[src/rtl/pipe_pkg.sv]
// Shared types and helpers for the valid/ready pipeline stage register.
// Provides the stage state encoding and the flush pass-through mask builder.
package pipe_pkg;

    // Default geometry of a stage register (four 32-bit fields).
    localparam int unsigned DefWidth     = 32;
    localparam int unsigned DefNumFields = 4;
    localparam int unsigned DATA_W       = DefNumFields * DefWidth;

    // Upper bounds used to size the mask helper's fixed-width return value.
    localparam int unsigned MaxFields = 32;
    localparam int unsigned MaxDataW  = 1024;

    typedef enum logic [1:0] {
        StEmpty = 2'b00,
        StFull  = 2'b01,
        StSkid  = 2'b11
    } stage_state_e;

    // Expand a per-field select into a per-bit mask; field i occupies bits
    // [i*width +: width].
    function automatic logic [MaxDataW-1:0] bubble_mask(
        input int unsigned          width,
        input int unsigned          num_fields,
        input logic [MaxFields-1:0] pass_mask
    );
        logic [MaxDataW-1:0] m;
        m = '0;
        for (int unsigned i = 0; i < num_fields; i++) begin
            for (int unsigned b = 0; b < width; b++) begin
                if (pass_mask[i]) begin
                    m[i*width+b] = 1'b1;
                end
            end
        end
        return m;
    endfunction

endpackage

[src/rtl/pipe_stage_reg.sv]
// Pipeline stage register with a valid/ready handshake, a one-entry skid buffer
// that keeps in_ready registered, and flush-to-bubble with selectable pass fields.
module pipe_stage_reg
    import pipe_pkg::*;
#(
    parameter int unsigned             WIDTH      = 32,
    parameter int unsigned             NUM_FIELDS = 4,
    parameter logic [NUM_FIELDS-1:0]   PASS_MASK  = 4'b0001,
    parameter int unsigned             CNT_W      = 8
) (
    input  logic                        clk,
    input  logic                        rst,
    input  logic                        in_valid,
    output logic                        in_ready,
    input  logic [NUM_FIELDS*WIDTH-1:0] in_data,
    output logic                        out_valid,
    input  logic                        out_ready,
    output logic [NUM_FIELDS*WIDTH-1:0] out_data,
    input  logic                        flush,
    output logic [CNT_W-1:0]            bubble_cnt
);

    localparam int unsigned DataW = NUM_FIELDS * WIDTH;

    localparam logic [MaxFields-1:0] PassMaskExt = MaxFields'(PASS_MASK);
    localparam logic [MaxDataW-1:0]  FullMask    = bubble_mask(WIDTH, NUM_FIELDS, PassMaskExt);
    localparam logic [DataW-1:0]     PassBits    = FullMask[DataW-1:0];

    stage_state_e     state_q, state_d;
    logic [DataW-1:0] main_q, main_d;
    logic [DataW-1:0] skid_q, skid_d;
    logic [CNT_W-1:0] cnt_q, cnt_d;

    logic accept;
    logic deliver;

    // Both handshake outputs come straight from the state register, so there
    // is no combinational path from out_ready to in_ready.
    assign out_valid  = (state_q != StEmpty);
    assign in_ready   = (state_q != StSkid);
    assign out_data   = main_q;
    assign bubble_cnt = cnt_q;

    assign accept  = in_valid && in_ready;
    assign deliver = out_valid && out_ready;

    always_comb begin
        state_d = state_q;
        main_d  = main_q;
        skid_d  = skid_q;
        cnt_d   = cnt_q;

        if (flush) begin
            // Any handshake in this cycle is treated as done and its data dropped.
            state_d = StEmpty;
            main_d  = in_data & PassBits;
            cnt_d   = (cnt_q == {CNT_W{1'b1}}) ? cnt_q : cnt_q + CNT_W'(1);
        end else begin
            unique case (state_q)
                StEmpty: begin
                    if (accept) begin
                        main_d  = in_data;
                        state_d = StFull;
                    end
                end
                StFull: begin
                    if (accept && deliver) begin
                        main_d = in_data;
                    end else if (deliver) begin
                        state_d = StEmpty;
                    end else if (accept) begin
                        skid_d  = in_data;
                        state_d = StSkid;
                    end
                end
                StSkid: begin
                    if (deliver) begin
                        main_d  = skid_q;
                        state_d = StFull;
                    end
                end
                default: begin
                    state_d = StEmpty;
                end
            endcase
        end
    end

    always_ff @(posedge clk or posedge rst) begin
        if (rst) begin
            state_q <= StEmpty;
            main_q  <= '0;
            skid_q  <= '0;
            cnt_q   <= '0;
        end else begin
            state_q <= state_d;
            main_q  <= main_d;
            skid_q  <= skid_d;
            cnt_q   <= cnt_d;
        end
    end

endmodule

[config.mk]
export PLATFORM = sky130hd
export DESIGN_NAME = pipe_stage_reg
export DESIGN_NICKNAME = d
export VERILOG_FILES = /design/src/rtl/pipe_pkg.sv /design/src/rtl/pipe_stage_reg.sv
export SDC_FILE = /design/constraint.sdc
export NUM_CORES = 1
export LEC_CHECK = 0
export ABC_AREA = 1
export BUFFER_PORTS_ARGS = -buffer_cell sky130_fd_sc_hd__buf_2
export CAP_MARGIN = 10
export CORE_MARGIN = 3
export CORE_UTILIZATION = 40
export CTS_BUF_LIST = sky130_fd_sc_hd__clkbuf_8
export CTS_CLUSTER_DIAMETER = 40
export DETAILED_ROUTE_END_ITERATION = 6
export GPL_TIMING_DRIVEN = 0
export PLACE_DENSITY = 0.72
export SYNTH_ARGS = -nofsm -noshare
export SYNTH_HDL_FRONTEND = slang
export SYNTH_SLANG_ARGS = --single-unit
[constraint.sdc]
create_clock -name clk -period 24 [get_ports clk]
set_input_delay 1.2 -clock clk [delete_from_list [all_inputs] [get_ports clk]]
set_output_delay 1.2 -clock clk [all_outputs]
set_load 0.005 [all_outputs]
Yosys cells after proc, flatten, opt, wreduce, memory -nomap -nowiden
Cells that the tools add are included.
{"block": "word_totals", "reg_bits": 266, "output_inout_bits": 138, "elab_cells": 40}
{"block": "classes", "addsub": 1, "eq_ne": 9, "n_mux": 12, "n_bitwise": 4, "n_reduce_logical": 10}
{"operator": "128-bit two-way mux", "n": 4}
{"operator": "128-bit case mux with 3 select lines", "n": 1}
{"operator": "2-bit two-way mux", "n": 6}
{"operator": "3-bit != test, second input constant", "n": 4}
{"operator": "8-bit by 1-bit adder with 8-bit output, second input constant", "n": 1}
{"operator": "8-bit == test, second input constant", "n": 1}
{"operator": "4-bit AND reduction", "n": 2}
{"operator": "2-bit case mux with 3 select lines", "n": 1}
{"operator": "5-bit AND reduction", "n": 1}
{"operator": "4-bit != test, second input constant", "n": 1}
{"operator": "1-bit NOT", "n": 4}
{"operator": "4-bit nonzero test", "n": 1}
{"operator": "1-bit logical AND", "n": 3}
{"operator": "2-bit by 1-bit == test with 1-bit output, second input constant", "n": 1}
{"operator": "2-bit == test, second input constant", "n": 1}
{"operator": "2-bit zero test", "n": 1}
{"operator": "2-bit != test, second input constant", "n": 1}
{"operator": "2-bit AND reduction", "n": 1}
{"operator": "2-bit nonzero test", "n": 1}

Depth between registers and ports, before layout
Gate-level depths: netlist (run 1).
{"block": "depth", "ltp_word": 7, "mapped_depth": 11}

Worst setup path before layout (run 1)
No wires, ideal clock.
{"block": "synth_timing", "kind": "input to register", "start": "in flush", "end": "reg skid_q[100]", "setup_ns": 0.130, "arrival_ns": 2.017, "required_time_ns": 23.870, "setup_slack_ns": 21.853, "path_stages": 7, "path_buffers": 3, "path_cell_list": "buf_2 > nor2_2 > nand3_2 > buf_2 > buf_2 > nand2_1 > o21ai_0"}
{"block": "synth_via", "elab_chain_len": 2}
{"item": "from (decl)", "line_no": "pipe_stage_reg.sv:19", "text": "input logic flush,"}
{"item": "1-bit NOT (no source line)"}
{"item": "5-bit AND reduction (no source line)"}
{"item": "to (signal assigned)", "line_no": "pipe_stage_reg.sv:98", "text": "skid_q <= skid_d;"}
{"item": "to (decl)", "line_no": "pipe_stage_reg.sv:31", "text": "logic [DataW-1:0] skid_q, skid_d;"}
Every way passes these cells.
A chain may end at the register's enable or synchronous reset.

Worst setup path in the final report (run 1)
{"block": "layout_timing", "start": "reg state_q[0]", "end": "out out_valid"}
{"block": "layout_via", "elab_chain_len": 1}
{"item": "from (decl)", "line_no": "pipe_stage_reg.sv:29", "text": "stage_state_e state_q, state_d;"}
{"item": "from (signal assigned)", "line_no": "pipe_stage_reg.sv:91", "text": "state_q <= StEmpty;"}
{"item": "from (signal assigned)", "line_no": "pipe_stage_reg.sv:96", "text": "state_q <= state_d;"}
{"item": "2-bit nonzero test", "line_no": "pipe_stage_reg.sv:39", "text": "assign out_valid = (state_q != StEmpty);"}
{"item": "to (decl)", "line_no": "pipe_stage_reg.sv:16", "text": "output logic out_valid,"}
Every way passes these cells.

==> metrics.txt, run 1 <==
status completed; Max VDD drop 0.00005758 V; CTS tree built; Starting Density 41.14%; Die Span Y 182.0 um; MaxCap Viol Count 0; first-pass GRT wire length 59,710 um; Chip Width 182.0 um; Mapped Avg Cell Area 7.800 um2; Total Nets Final 2,049; actual slew at the worst max-slew pin 0.6469 ns; part of the cycle the worst path needs 11.54%; Final Max Tran Viols 0; syn_nets 1,727; buffer and inverter count on the worst path 3; row cnt between 60 and 70; arrival time worst endpoint 1.57 ns; synthesis-stage register bit count around 270; Reg-to-Reg Start state_q[1]$_DFFE_PP0P_; Die Footprint around 0.033 mm2; Seq/Total Area, Yosys 53.74%; Setup Total Neg Slack 0 ns; share of cells above drive strength 1 21.65%; worst setup path start state_q[0]$_DFFE_PP0P_; wire per inst 15.84 um; HP Class reg -> reg; fin crit period 2.770 ns; DRC viols 0; clock buffer depth 3; drt total wl 36,990 um; largest net degree at the start of global routing 100; PD cells 114.7 mW/mm2; Fmax 361.0 MHz; leakage 8.605 nW; post_cts resized 0; routability congestion estimate 0.8345; CP max stage cell dfrtp_1; core area ~0.03 mm2; pre-CTS WS 21.18 ns; CTS root buf clkbuf_8; CTS Hold Bufs 0; clock latency at the later pin of the worst-skew pair 0.56 ns; cell family with most CP delay flip-flops; hold_ws approximately 0.46 ns; total number of yosys warnings 0; vias in the first global route 11,440; critical path class reg -> out; antenna violations before repair 10; DP HPWL 26,170 um; RSZ-0062 raised after global routing false; cell count after synthesis 1,588; Final Setup Violations 0; Detailed Route Iter0 Violations 754; Worst Skew 0.01954 ns; Netlist cell types 25; Tot GR Track Use 22.02%; CP max FO 5; Critical Path Max Stage Delay between 0.4 and 0.5 ns; CP Capture Type primary output; Setup WS post-layout 21.23 ns; type of origin of the critical path flip-flop; post-CTS setup buffer count 0; most common cell after layout, fill and taps aside nand2_1; overall power 1.747 mW; clk slew on worst S/H paths 0.06 ns; relative slew slack 56.87%; H-Tree Depth 2; Netlist Area Pre-Place roughly 0.012 mm2; total number of vias 11,600; vias per cell about 5.0; total gr overflow 0; area grow syn2layout 22.94%; Critical Path RT between 20 and 25 ns; Ports 271; TritonCTS Buffers 48; worst path cell trace inv_1 -> ha_1 -> inv_1 -> buf_2; DRT Pass-1 Iters 5; cell with the most instances on the worst path inv_1; clk sinks ~270; min-delay src out_data[116]$_DFFE_PP0P_; Final Hold Viols 0; final antenna-violating net count 0; most frequent cells in the layout 608 x nand2_1, 320 x buf_2, 266 x dfrtp_1, 154 x inv_1, 138 x nand3_1; input/output buffers 270
[Yosys cell counts]
library cell / n / area (um2)
nand2_1: 608 / 2282
dfrtp_1: 266 / 6656
inv_1: 143 / 536.8
nand3_1: 138 / 690.7
a21oi_1: 129 / 645.6
o21ai_0: 124 / 620.6
buf_2: 50 / 250.2
nor2_1: 41 / 153.9
clkbuf_1: 37 / 138.9
buf_4: 15 / 112.6
o21ai_1: 7 / 35.03
buf_6: 6 / 67.56
ha_1: 6 / 75.07
nand4_1: 4 / 25.02
inv_2: 2 / 7.510
nor3_1: 2 / 10.01
xnor2_1: 2 / 17.52
a21oi_2: 1 / 8.760
buf_1: 1 / 3.750
nand2_2: 1 / 6.260
nand3_2: 1 / 10.01
nor2_2: 1 / 6.260
nor2_4: 1 / 11.26
or2_2: 1 / 6.260
xor2_1: 1 / 8.760
[flip-flops by register name, indices dropped and copies added, names as in the netlist]
name	flops
bubble_cnt	8
out_data	128
skid_q	128
state_q	2
[metrics by stage]
stage | cell area [um2] | cells | util (%)
finish | 15230 | 2336 | 50.57
global route | 15220 | 2334 | 50.56
CTS | 15210 | 2330 | 50.52
detailed placement | 14290 | 2250 | 47.45
global placement | 14230 | 2248 | 47.25
floorplan | 12390 | 1588 | -
[worst reg2reg max path: stages (launching register included)]
cell	delay, ns
dfrtp_1	0.45
ha_1	0.22
buf_4	0.17
inv_2	0.17
a21oi_2	0.08
nand2_2	0.17
buf_2	0.39
buf_2	0.32
nand3_1	0.13
nand2_1	0.08
[cell type report]
type                       count  area, um2
antenna                        6      15.01
buffer                       109      573.1
clock buffer                  57      784.5
clock inverter                23      140.1
fill                        2969      14880
inverter                     145      551.8
multi-input combinational   1068       4613
sequential                   266       6656
tap                          390      488.0
timing repair buffer         272       1406
[routing by layer]
metal / vias to the layer above / GRT usage (%) / wire, um
li1: 5648 / - / -
met1: 5445 / 30.16 / 16190
met2: 419 / 34.53 / 16580
met3: 76 / 5.769 / 3172
met4: 10 / 6.551 / 1003
met5: - / 0 / 45
[where the power goes]
group	switching, mW	internal [mW]	total, mW
Combinational	0.344	0.227	0.572
Sequential	0.110	0.648	0.758
Clock	0.191	0.226	0.417
Total	0.645	1.10	1.75
[path summary, 6_finish.rpt]
| kind | slack [ns] | end | depth (start not counted) |
|---|---|---|---|
| worst max-delay path | 21.23 | out_valid | 4 |
| worst max register to register | 21.75 | out_data[34]$_DFFE_PP0P_ | 9 |
| worst min register to register | 0.46 | out_data[116]$_DFFE_PP0P_ | 2 |
| worst min-delay path | 0.46 | out_data[116]$_DFFE_PP0P_ | 2 |
| max in group asynchronous | 22.37 | skid_q[121]$_DFFE_PP0P_ | 3 |
| min in group asynchronous | 0.71 | out_data[69]$_DFFE_PP0P_ | 2 |
[cell families (layout without fill, tap and decap cells)]
group / after synthesis / in the layout / share of synthesized area [%]
AND/OR/NAND/NOR: 798 / 798 / 25.85
flip-flops: 266 / 266 / 53.74
AO/OA/AOI/OAI: 261 / 261 / 10.58
buffers and inverters: 254 / 606 / 9.020
adder cells (fa/ha/maj): 6 / 6 / 0.6060
XOR/XNOR: 3 / 3 / 0.2122
other: 0 / 6 / 0
Note: power is estimated with default switching activity, not from simulation.
==> run 2: changes to the inputs <==
- ABC_AREA: 1 -> 0
- clock period: 24 -> 2.56 ns (I/O delays scaled with it)
==> metrics.txt, run 2 <==
Final Hold Viols 0; register area 0.006656 mm2; met2 global-route usage a little under a third; largest area contributor in the netlist dfrtp_1; vias per cell 4.936; Setup WS post-layout 0.1387 ns; CTS root buf clkbuf_8; wire per inst 17.20 um; share of cells above drive strength 1 about two fifths; reg-to-reg critical path endpoint out_data[47]$_DFFE_PP0P_; M1 GR Usage 23.12%; switching part of the total power 30.72%; Post-synth top cells 266 x dfrtp_1, 186 x mux2_2, 130 x mux2i_1; Seq/Total Area, Yosys 56.20%; crit path to out_data[47]$_DFFE_PP0P_; Ports 271; cell count after synthesis 896; asr flop ratio synth 100.0%; Netlist cell types 33; Total Nets Final ~1,500; sequential power share a little over two fifths; routing usage on met3 approximately 5.3%; dpl cells ~1,600; leakage 7.528 nW; Synth Area in Compound Gates roughly 3.5%; routability congestion estimate approximately 0.81; Die Footprint 0.03171 mm2; part of the cycle the worst path needs 94.58%; busiest grt layer met2; CP max FO 10; HP Class in -> reg; Clk network pwr share between 20% and 30%; actual slew at the worst max-slew pin about 0.81 ns; post-synthesis mux area share 32.47%; Post-Synth Adder-Cell Area 0.6338%; Mapped Avg Cell Area 13.22 um2; total gr overflow 0; Reg-to-Reg Start state_q[0]$_DFFE_PP0P_; total number of yosys warnings 0; CTS tree built; vias in the first global route 9,449; Worst Skew 0.02142 ns; DRT Pass-1 Iters 4; syn_nets 1,035; Final Max Tran Viols 0; Netlist Area Pre-Place about 0.012 mm2; RSZ-0062 raised after global routing true; H-Tree Depth 2; Final Non-Filler Cells 1,774; area grow syn2layout 36.19%; row cnt 62; Net Switching 4.987 mW; arrival time worst endpoint 2.83 ns; Fmax 413.0 MHz; Tot GR Track Use 18.92%; status completed; footprint of the multi-input gates 0.004877 mm2; MaxCap Viol Count 0; R2R setup slack about 0.14 ns; Critical Path RT around 3.0 ns; Setup Total Neg Slack 0 ns; worst setup path start state_q[0]$_DFFE_PP0P_; critical path class reg -> reg; type of origin of the critical path flip-flop; Chip Width 178.1 um; hold path cells 3; CP Capture Type flip-flop; fin crit period 2.421 ns; Final Setup Violations 0; synthesis-stage register bit count 266; top post-synthesis cells by area dfrtp_1 56%, mux2_2 18%, mux2i_1 11%; pre-CTS WS -0.1936 ns; combinational share of power about a third; most frequent cells in the layout 292 x buf_2, 266 x dfrtp_1, 186 x mux2_2, 130 x mux2i_1, 130 x dlygate4sd3_1; drt total wl 30,510 um; overall power 16.24 mW; Starting Density 40.93%; first-pass GRT wire length 48,270 um; Post-Synth Simple-Gate Area 4.331%; clk slew on worst S/H paths 0.05 ns; PD cells 1007 mW/mm2; clock latency at the later pin of the worst-skew pair 0.55 ns; total number of vias 8,757; TritonCTS Buffers 50; EDFF count, synth 0; final antenna-violating net count 0; internal power around 11 mW; clock buffer depth 3; DRC viols 0; final-layout fill cell count 2,387; Die Span Y roughly 180 um; main combinational cell family by area after synthesis multiplexers; most common cell in the netlist dfrtp_1; input/output buffers 269; top_reg_cell synth dfrtp_1; relative slew slack a little under half; clk sinks 266; xor-xnor portion of the synthesized cell area 0.1479%; antenna violations before repair 1; largest net degree at the start of global routing between 40 and 50; Detailed Route Iter0 Violations 308; DP HPWL 20,370 um; most common cell after layout, fill and taps aside buf_2; R2R cell count 9; post-synth top area share 56.20%; core area 0.02894 mm2; Max VDD drop 0.0006080 V
run 2: cell count changes after synthesis, moves of 58 or more:
| cell | delta |
|---|---|
| nand2_1 | -599 |
| mux2_2 | +186 |
| nand3_1 | -137 |
| inv_1 | -136 |
| mux2i_1 | +130 |
| a21oi_1 | -125 |
| o21ai_0 | -60 |
| nor2_1 | +58 |
run 2: layer usage:
layer / wire [um] / vias up
met3: 2139 / 81
li1: - / 4074
met2: 14510 / 271
met5: 0 / -
met4: 1136 / 0
met1: 12720 / 4331
run 2: cell families after synthesis:
kind of cell	count (synthesis)
flip-flops	266
AND/OR/NAND/NOR	124
XOR/XNOR	2
multiplexers	356
adder cells (fa/ha/maj)	6
buffers and inverters	66
AO/OA/AOI/OAI	76
run 2: worst min-delay path by stage:
stage | startpoint | to
after global placement | in_data[1] | skid_q[1]$_DFFE_PP0P_
final | out_ready | state_q[1]$_DFFE_PP0P_
after CTS | out_ready | state_q[1]$_DFFE_PP0P_
after floorplan | in_data[0] | skid_q[0]$_DFFE_PP0P_
after detailed placement | rst | out_data[28]$_DFFE_PP0P_
after global routing | out_ready | state_q[1]$_DFFE_PP0P_
run 2: cell type report:
| class | count | share of cell area (%) |
|---|---|---|
| antenna | 2 | 0.03103 |
| buffer | 59 | 1.831 |
| clock buffer | 55 | 4.693 |
| clock inverter | 27 | 1.233 |
| inverter | 7 | 0.1862 |
| multi-input combinational | 564 | 30.24 |
| sequential | 266 | 41.27 |
| tap | 384 | 2.979 |
| timing repair buffer | 410 | 17.55 |
run 2: critical path, cell delays in order, from the launching register on:
cell and delay (ns):
dfrtp_1 0.40, inv_1 0.10, ha_1 0.26, nand2b_1 0.23, a31o_2 0.36, nor2_4 0.12, buf_12 0.13, buf_6 0.16
buf_6 0.17, mux2_1 0.33
run 2: timing repair:
action / in CTS / in global routing
endpoints found under the setup margin: 210 / 120
hold buffers: 130 / 0
hold endpoints to repair: 281 / 0
pin swaps: 0 / 2
buffers inserted: 0 / 4
gates resized for setup: 3 / 3
run 2: per-stage QoR:
step	hold WS [ns]	util, %	cell area, um2
after floorplan	0.2786	-	11850
after global placement	0.3753	47.26	13670
after detailed placement	0.2906	47.74	13810
after CTS	0.01027	55.57	16080
after global routing	0.07223	55.74	16130
final	0.06441	55.75	16130
run 2: power groups by stage:
stage / registers (mW) / clock network, mW / logic [mW]
3_5_place_dp: 7.17 / 0 / 4.94
3_3_place_gp: 7.07 / 0 / 4.77
5_1_grt: 7.35 / 4.31 / 5.66
2_1_floorplan: 7.06 / 0 / 3.02
6_report: 7.13 / 3.98 / 5.12
4_1_cts: 7.10 / 4.11 / 5.11
